[config.mk]
export PLATFORM = sky130hd
export DESIGN_NAME = instr_encoder
export DESIGN_NICKNAME = d
export VERILOG_FILES = /design/src/rtl/instr_encoder_pkg.sv /design/src/rtl/instr_pack.sv /design/src/rtl/instr_encoder.sv
export SDC_FILE = /design/constraint.sdc
export NUM_CORES = 1
export LEC_CHECK = 0
export BUFFER_PORTS_ARGS = -buffer_cell sky130_fd_sc_hd__buf_2
export CORE_MARGIN = 1
export CORE_UTILIZATION = 45
export CTS_CLUSTER_SIZE = 8
export DETAILED_ROUTE_END_ITERATION = 8
export PLACE_DENSITY = 0.75
export SLEW_MARGIN = 20
export SYNTH_ARGS = -nofsm -noshare
export SYNTH_HDL_FRONTEND = slang
export SYNTH_SLANG_ARGS = --single-unit
[constraint.sdc]
create_clock -name clk -period 3.5 [get_ports clk]
set_clock_uncertainty 0.1 [all_clocks]
set_input_delay 0.175 -clock clk [delete_from_list [all_inputs] [get_ports clk]]
set_output_delay 0.175 -clock clk [all_outputs]
set_load 0.1 [all_outputs]
[src/rtl/instr_encoder_pkg.sv]
// Shared definitions for the instruction encoder: opcodes, field positions, FSM states.
// Pure package: no ports, no logic latency, no backpressure.
// Instruction word layout: op[15:12] rs[11:9] rt[8:6] rd[5:3] func[2:0] / imm[5:0].
package instr_encoder_pkg;

  localparam logic [3:0] OP_R    = 4'b0000;
  localparam logic [3:0] OP_ADDI = 4'b0001;
  localparam logic [3:0] OP_ANDI = 4'b0010;
  localparam logic [3:0] OP_ORI  = 4'b0011;
  localparam logic [3:0] OP_NORI = 4'b0100;
  localparam logic [3:0] OP_BEQ  = 4'b0101;
  localparam logic [3:0] OP_BNE  = 4'b0110;
  localparam logic [3:0] OP_SLTI = 4'b0111;
  localparam logic [3:0] OP_LW   = 4'b1000;
  localparam logic [3:0] OP_SW   = 4'b1001;

  localparam int OP_HI   = 15;
  localparam int OP_LO   = 12;
  localparam int RS_HI   = 11;
  localparam int RS_LO   = 9;
  localparam int RT_HI   = 8;
  localparam int RT_LO   = 6;
  localparam int RD_HI   = 5;
  localparam int RD_LO   = 3;
  localparam int FUNC_HI = 2;
  localparam int FUNC_LO = 0;
  localparam int IMM_HI  = 5;
  localparam int IMM_LO  = 0;

  typedef enum logic [1:0] {
    IDLE   = 2'd0,
    ACCEPT = 2'd1,
    WRITE  = 2'd2,
    DONE   = 2'd3
  } state_t;

  // Opcodes above sw (1010..1111) are unassigned.
  function automatic logic is_legal(input logic [3:0] op);
    return (op <= OP_SW);
  endfunction

endpackage

[src/rtl/instr_pack.sv]
// Packs one field record into a 16-bit instruction word (R-format for op 0, I-format otherwise).
// Latency: purely combinational, zero cycles.
// Backpressure: none; output follows inputs.
// Ports: op/rs/rt/rd/func/imm field inputs -> word (16-bit encoded instruction).
module instr_pack
  import instr_encoder_pkg::*;
(
  input  logic [3:0]  op,
  input  logic [2:0]  rs,
  input  logic [2:0]  rt,
  input  logic [2:0]  rd,
  input  logic [2:0]  func,
  input  logic [5:0]  imm,
  output logic [15:0] word
);

  always_comb begin
    word = '0;
    word[OP_HI:OP_LO] = op;
    word[RS_HI:RS_LO] = rs;
    word[RT_HI:RT_LO] = rt;
    if (op == OP_R) begin
      word[RD_HI:RD_LO]     = rd;
      word[FUNC_HI:FUNC_LO] = func;
    end else begin
      // Every non-R opcode (including unassigned ones) uses the immediate layout.
      word[IMM_HI:IMM_LO] = imm;
    end
  end

endmodule

[src/rtl/instr_encoder.sv]
// Loads a session of field records into instruction memory, one encoded word per record.
// Latency: write happens the cycle after acceptance; peak one word per 2 cycles.
// Backpressure: in_ready high only in ACCEPT; held low while writing or finishing.
// Ports: clk, rst_n (async active-low), start/base_addr arm a session; in_valid/in_ready
// handshake with in_op/in_rs/in_rt/in_rd/in_func/in_imm/in_last; imem_we/imem_addr/imem_wdata
// write port; busy, done (pulse), count (words written), err_illegal (sticky).
// Build option INSTR_ENCODER_LEGAL_CHECK_EN: drop and flag opcodes 1010..1111 instead of writing them.
module instr_encoder
  import instr_encoder_pkg::*;
#(
  parameter int ADDR_W = 8
) (
  input  logic              clk,
  input  logic              rst_n,
  input  logic              start,
  input  logic [ADDR_W-1:0] base_addr,
  input  logic              in_valid,
  output logic              in_ready,
  input  logic [3:0]        in_op,
  input  logic [2:0]        in_rs,
  input  logic [2:0]        in_rt,
  input  logic [2:0]        in_rd,
  input  logic [2:0]        in_func,
  input  logic [5:0]        in_imm,
  input  logic              in_last,
  output logic              imem_we,
  output logic [ADDR_W-1:0] imem_addr,
  output logic [15:0]       imem_wdata,
  output logic              busy,
  output logic              done,
  output logic [ADDR_W:0]   count,
  output logic              err_illegal
);

  localparam logic [ADDR_W-1:0] PTR_ONE = {{(ADDR_W-1){1'b0}}, 1'b1};
  localparam logic [ADDR_W:0]   CNT_ONE = {{ADDR_W{1'b0}}, 1'b1};

  state_t            state, state_nxt;
  logic [ADDR_W-1:0] ptr;
  logic [ADDR_W:0]   cnt;
  logic [ADDR_W:0]   cnt_inc;
  logic [15:0]       word_q;
  logic [15:0]       packed_word;
  logic              last_q;
  logic              accept;
  logic              illegal;

  instr_pack u_pack (
    .op   (in_op),
    .rs   (in_rs),
    .rt   (in_rt),
    .rd   (in_rd),
    .func (in_func),
    .imm  (in_imm),
    .word (packed_word)
  );

  assign accept  = in_valid && (state == ACCEPT);
  assign cnt_inc = cnt + CNT_ONE;

`ifdef INSTR_ENCODER_LEGAL_CHECK_EN
  logic err_q;
  assign illegal = !is_legal(in_op);

  always_ff @(posedge clk or negedge rst_n) begin
    if (!rst_n) begin
      err_q <= 1'b0;
    end else if ((state == IDLE) && start) begin
      err_q <= 1'b0;
    end else if (accept && illegal) begin
      err_q <= 1'b1;
    end
  end

  assign err_illegal = err_q;
`else
  assign illegal     = 1'b0;
  assign err_illegal = 1'b0;
`endif

  // Outputs decode straight from state so reset forces them low asynchronously.
  always_comb begin
    state_nxt = state;
    in_ready  = 1'b0;
    imem_we   = 1'b0;
    busy      = 1'b1;
    done      = 1'b0;
    case (state)
      IDLE: begin
        busy = 1'b0;
        if (start) state_nxt = ACCEPT;
      end
      ACCEPT: begin
        in_ready = 1'b1;
        if (in_valid) begin
          if (illegal) state_nxt = in_last ? DONE : ACCEPT;
          else         state_nxt = WRITE;
        end
      end
      WRITE: begin
        imem_we = 1'b1;
        // cnt_inc MSB set means the whole address space has been filled.
        if (last_q || cnt_inc[ADDR_W]) state_nxt = DONE;
        else                            state_nxt = ACCEPT;
      end
      DONE: begin
        done      = 1'b1;
        state_nxt = IDLE;
      end
      default: begin
        busy      = 1'b0;
        state_nxt = IDLE;
      end
    endcase
  end

  always_ff @(posedge clk or negedge rst_n) begin
    if (!rst_n) begin
      state  <= IDLE;
      ptr    <= '0;
      cnt    <= '0;
      word_q <= '0;
      last_q <= 1'b0;
    end else begin
      state <= state_nxt;
      if ((state == IDLE) && start) begin
        ptr <= base_addr;
        cnt <= '0;
      end
      if (accept && !illegal) begin
        word_q <= packed_word;
        last_q <= in_last;
      end
      if (state == WRITE) begin
        ptr <= ptr + PTR_ONE;  // wraps silently at all-ones
        cnt <= cnt_inc;
      end
    end
  end

  assign imem_addr  = ptr;
  assign imem_wdata = word_q;
  assign count      = cnt;

endmodule
==> results.py <==
metrics = {
    "run_status": {
        "status": "complete, no violations",
    },
    "clock_network": {
        "clock_sink_count": 36,
        "clkLatencyLatePin_ns": 0.29,
        "cts_resized": 0,
        "holdBufCountCts": 2,
        "clkTransAtPathRegs_ns": 0.07,
        "h-tree-depth": 2,
        "cts_tree": "built",
        "root_buffer": "clkbuf_8",
        "postCtsSetupRepairBufs": 0,
        "cts_buffer_depth": 2,
        "numCtsBuffers": 5,
    },
    "cells_and_area": {
        "multi_input_area_um2": 871,
        "synthToLayoutAreaGrowth_pct": 26.0,
        "drive_above_1_share": 0.383,
        "fillerInstances": 356,
        "antennaDiodeCount": 0,
        "nNetsFinal": 284,
        "regArea_um2": 901,
    },
    "synth": {
        "synth_most_common_cell": "dfrtp_1",
        "syn_avg_cell_area_um2": 10.4,
        "netlist.area_leader.share": 0.486,
        "ys_dominant_reg_cell": "dfrtp_1",
        "synth_top_area_cell": "dfrtp_1",
        "synthDistinctLibCells": 44,
        "synth_top_cells_by_count": "dfrtp_1, nand2_1, o21ai_0",
        "ys_ff_latch": 36,
        "syn_inst": 178,
        "syn_area_um2": 1860,
        "synth.area.top_cells": "dfrtp_1, mux2_2, o21ai_0, mux2i_1, nand2_1",
        "async_flop_share": 1.00,
        "yosysWarnings": 0,
        "ys_seq_area_frac": 0.486,
        "syn_nets": 215,
        "synth_edf_count": 0,
    },
    "sta": {
        "rsz0062_at_grt": "no",
        "clock.fmax_mhz": 457,
        "worstMarginPinSlew_ns": 0.891,
        "hold_violations": 0,
        "finalSetupViolations": 0,
        "fin_tns_setup_ns": 0,
        "fin_crit_ns": 2.19,
        "slew_headroom": 0.404,
        "report.final.slew_viol_count": 0,
        "post-route-period-util": 0.625,
    },
    "grt": {
        "overflow": 0,
        "grt_pass1_wl_um": 6690,
        "antenna_found_initial": 0,
        "track_usage": 0.203,
        "grt_start_max_net_pins": 37,
        "grt_pass1_vias": 1557,
    },
    "job": {
        "maxCapViolCount": 0,
    },
    "die": {
        "die_w_um": 66.2,
        "die_area_um2": 4380,
        "core_area_um2": 3800,
        "die_h_um": 66.2,
        "core.rowCount": 22,
        "ios": 73,
        "start_util": 0.488,
    },
    "placed_design": {
        "dp_hpwl_um": 2930,
        "place.port_buffers": 71,
        "gp_congestion": 0.812,
    },
    "worst_setup_path": {
        "worst-r2r-cell-count": 2,
        "start_kind": "flip-flop",
        "cp.arrival_ns": 1.91,
        "path_class": "flip-flop to output port",
        "cp.required_ns": 3.22,
        "r2r_slack_ns": 1.39,
        "cp-end-kind": "output port",
        "critPathMaxFanout": 17,
    },
    "drt": {
        "wirelength_um": 4170,
        "ant_nets": 0,
        "drt-wirelength-per-cell_um": 14.1,
        "drc_errors": 0,
        "vias": 1624,
        "drt_iter0_markers": 143,
        "via_per_inst": 5.49,
        "dr.pass1.iters": 5,
    },
    "hold_path": {
        "hold_class": "primary input to flip-flop",
        "holdPathStages": 2,
    },
}
==> critical path, stage by stage, from the launching register on <==
cell and delay (ns):
dfrtp_1 0.56, nand2b_4 0.28, inv_2 0.28, buf_2 0.49
==> state kept, by name (all words and copies together) (netlist names) <==
signal / count
count: 9
imem_addr: 8
imem_wdata: 16
last_q: 1
state: 2
==> layout make-up <==
| cell class | count | area share |
|---|---|---|
| sequential | 36 | 0.385 |
| multi-input combinational | 126 | 0.373 |
| timing repair buffer | 73 | 0.161 |
| clock buffer | 5 | 0.0294 |
| tap | 48 | 0.0257 |
| clock inverter | 3 | 0.0182 |
| inverter | 5 | 0.00803 |
==> cells in the final DEF, fill, tap and decap left out, types with 2 or more instances in the layout <==
master / n
a21oi_1: 4
nor2b_1: 4
nand4_1: 6
a41oi_1: 2
clkbuf_8: 5
nor3b_1: 3
mux2i_1: 8
dlygate4sd3_1: 2
and3b_1: 3
nand3_1: 6
o221a_2: 2
nor2_1: 7
dfrtp_1: 36
buf_2: 71
o211ai_1: 4
mux2_2: 11
a31oi_1: 3
inv_1: 4
or4_1: 4
o22ai_1: 2
ha_1: 2
o21ai_0: 17
nand2_1: 19
==> cell families after synthesis <==
logic type,after synthesis,synth area share
buffers and inverters,16,0.0452
AO/OA/AOI/OAI,44,0.158
flip-flops,36,0.486
other,1,0.00202
AND/OR/NAND/NOR,60,0.185
adder cells (fa/ha/maj),2,0.0135
multiplexers,19,0.110
==> stage by stage <==
stage               cells  setup WS (ns)  hold WS (ns)   util  cell area (um2)
floorplan             178          0.945        -0.221      -             1860
detailed placement    286           1.37         0.215  0.581             2210
finish                296           1.31        0.0132  0.615             2340
global placement      286           1.40         0.209  0.581             2210
global route          296           1.19        0.0109  0.615             2340
CTS                   296           1.34       0.00692  0.615             2340
==> routing by layer <==
| metal | global-route usage | vias to the layer above | wire length [um] | part of all wire |
|---|---|---|---|---|
| met5 | 0 | - | 0 | 0 |
| met3 | 0.0483 | 8 | 198 | 0.048 |
| met2 | 0.329 | 49 | 2030 | 0.49 |
| li1 | - | 798 | - | - |
| met1 | 0.249 | 769 | 1870 | 0.45 |
| met4 | 0.109 | 0 | 64 | 0.015 |
==> path summary, 6_finish.rpt <==
| path | startpoint | end |
|---|---|---|
| max reg2reg | state[0] | imem_wdata[12] |
| min in group asynchronous | rst_n | imem_addr[3] |
| max | state[0] | imem_we |
| min reg2reg | imem_wdata[2] | imem_wdata[2] |
| max in group asynchronous | rst_n | imem_wdata[0] |
| min | in_rs[1] | imem_wdata[10] |
Power is left out: the tool's default activity adds up to more than one toggle a clock period on the data nets, which glitch-free logic cannot reach.
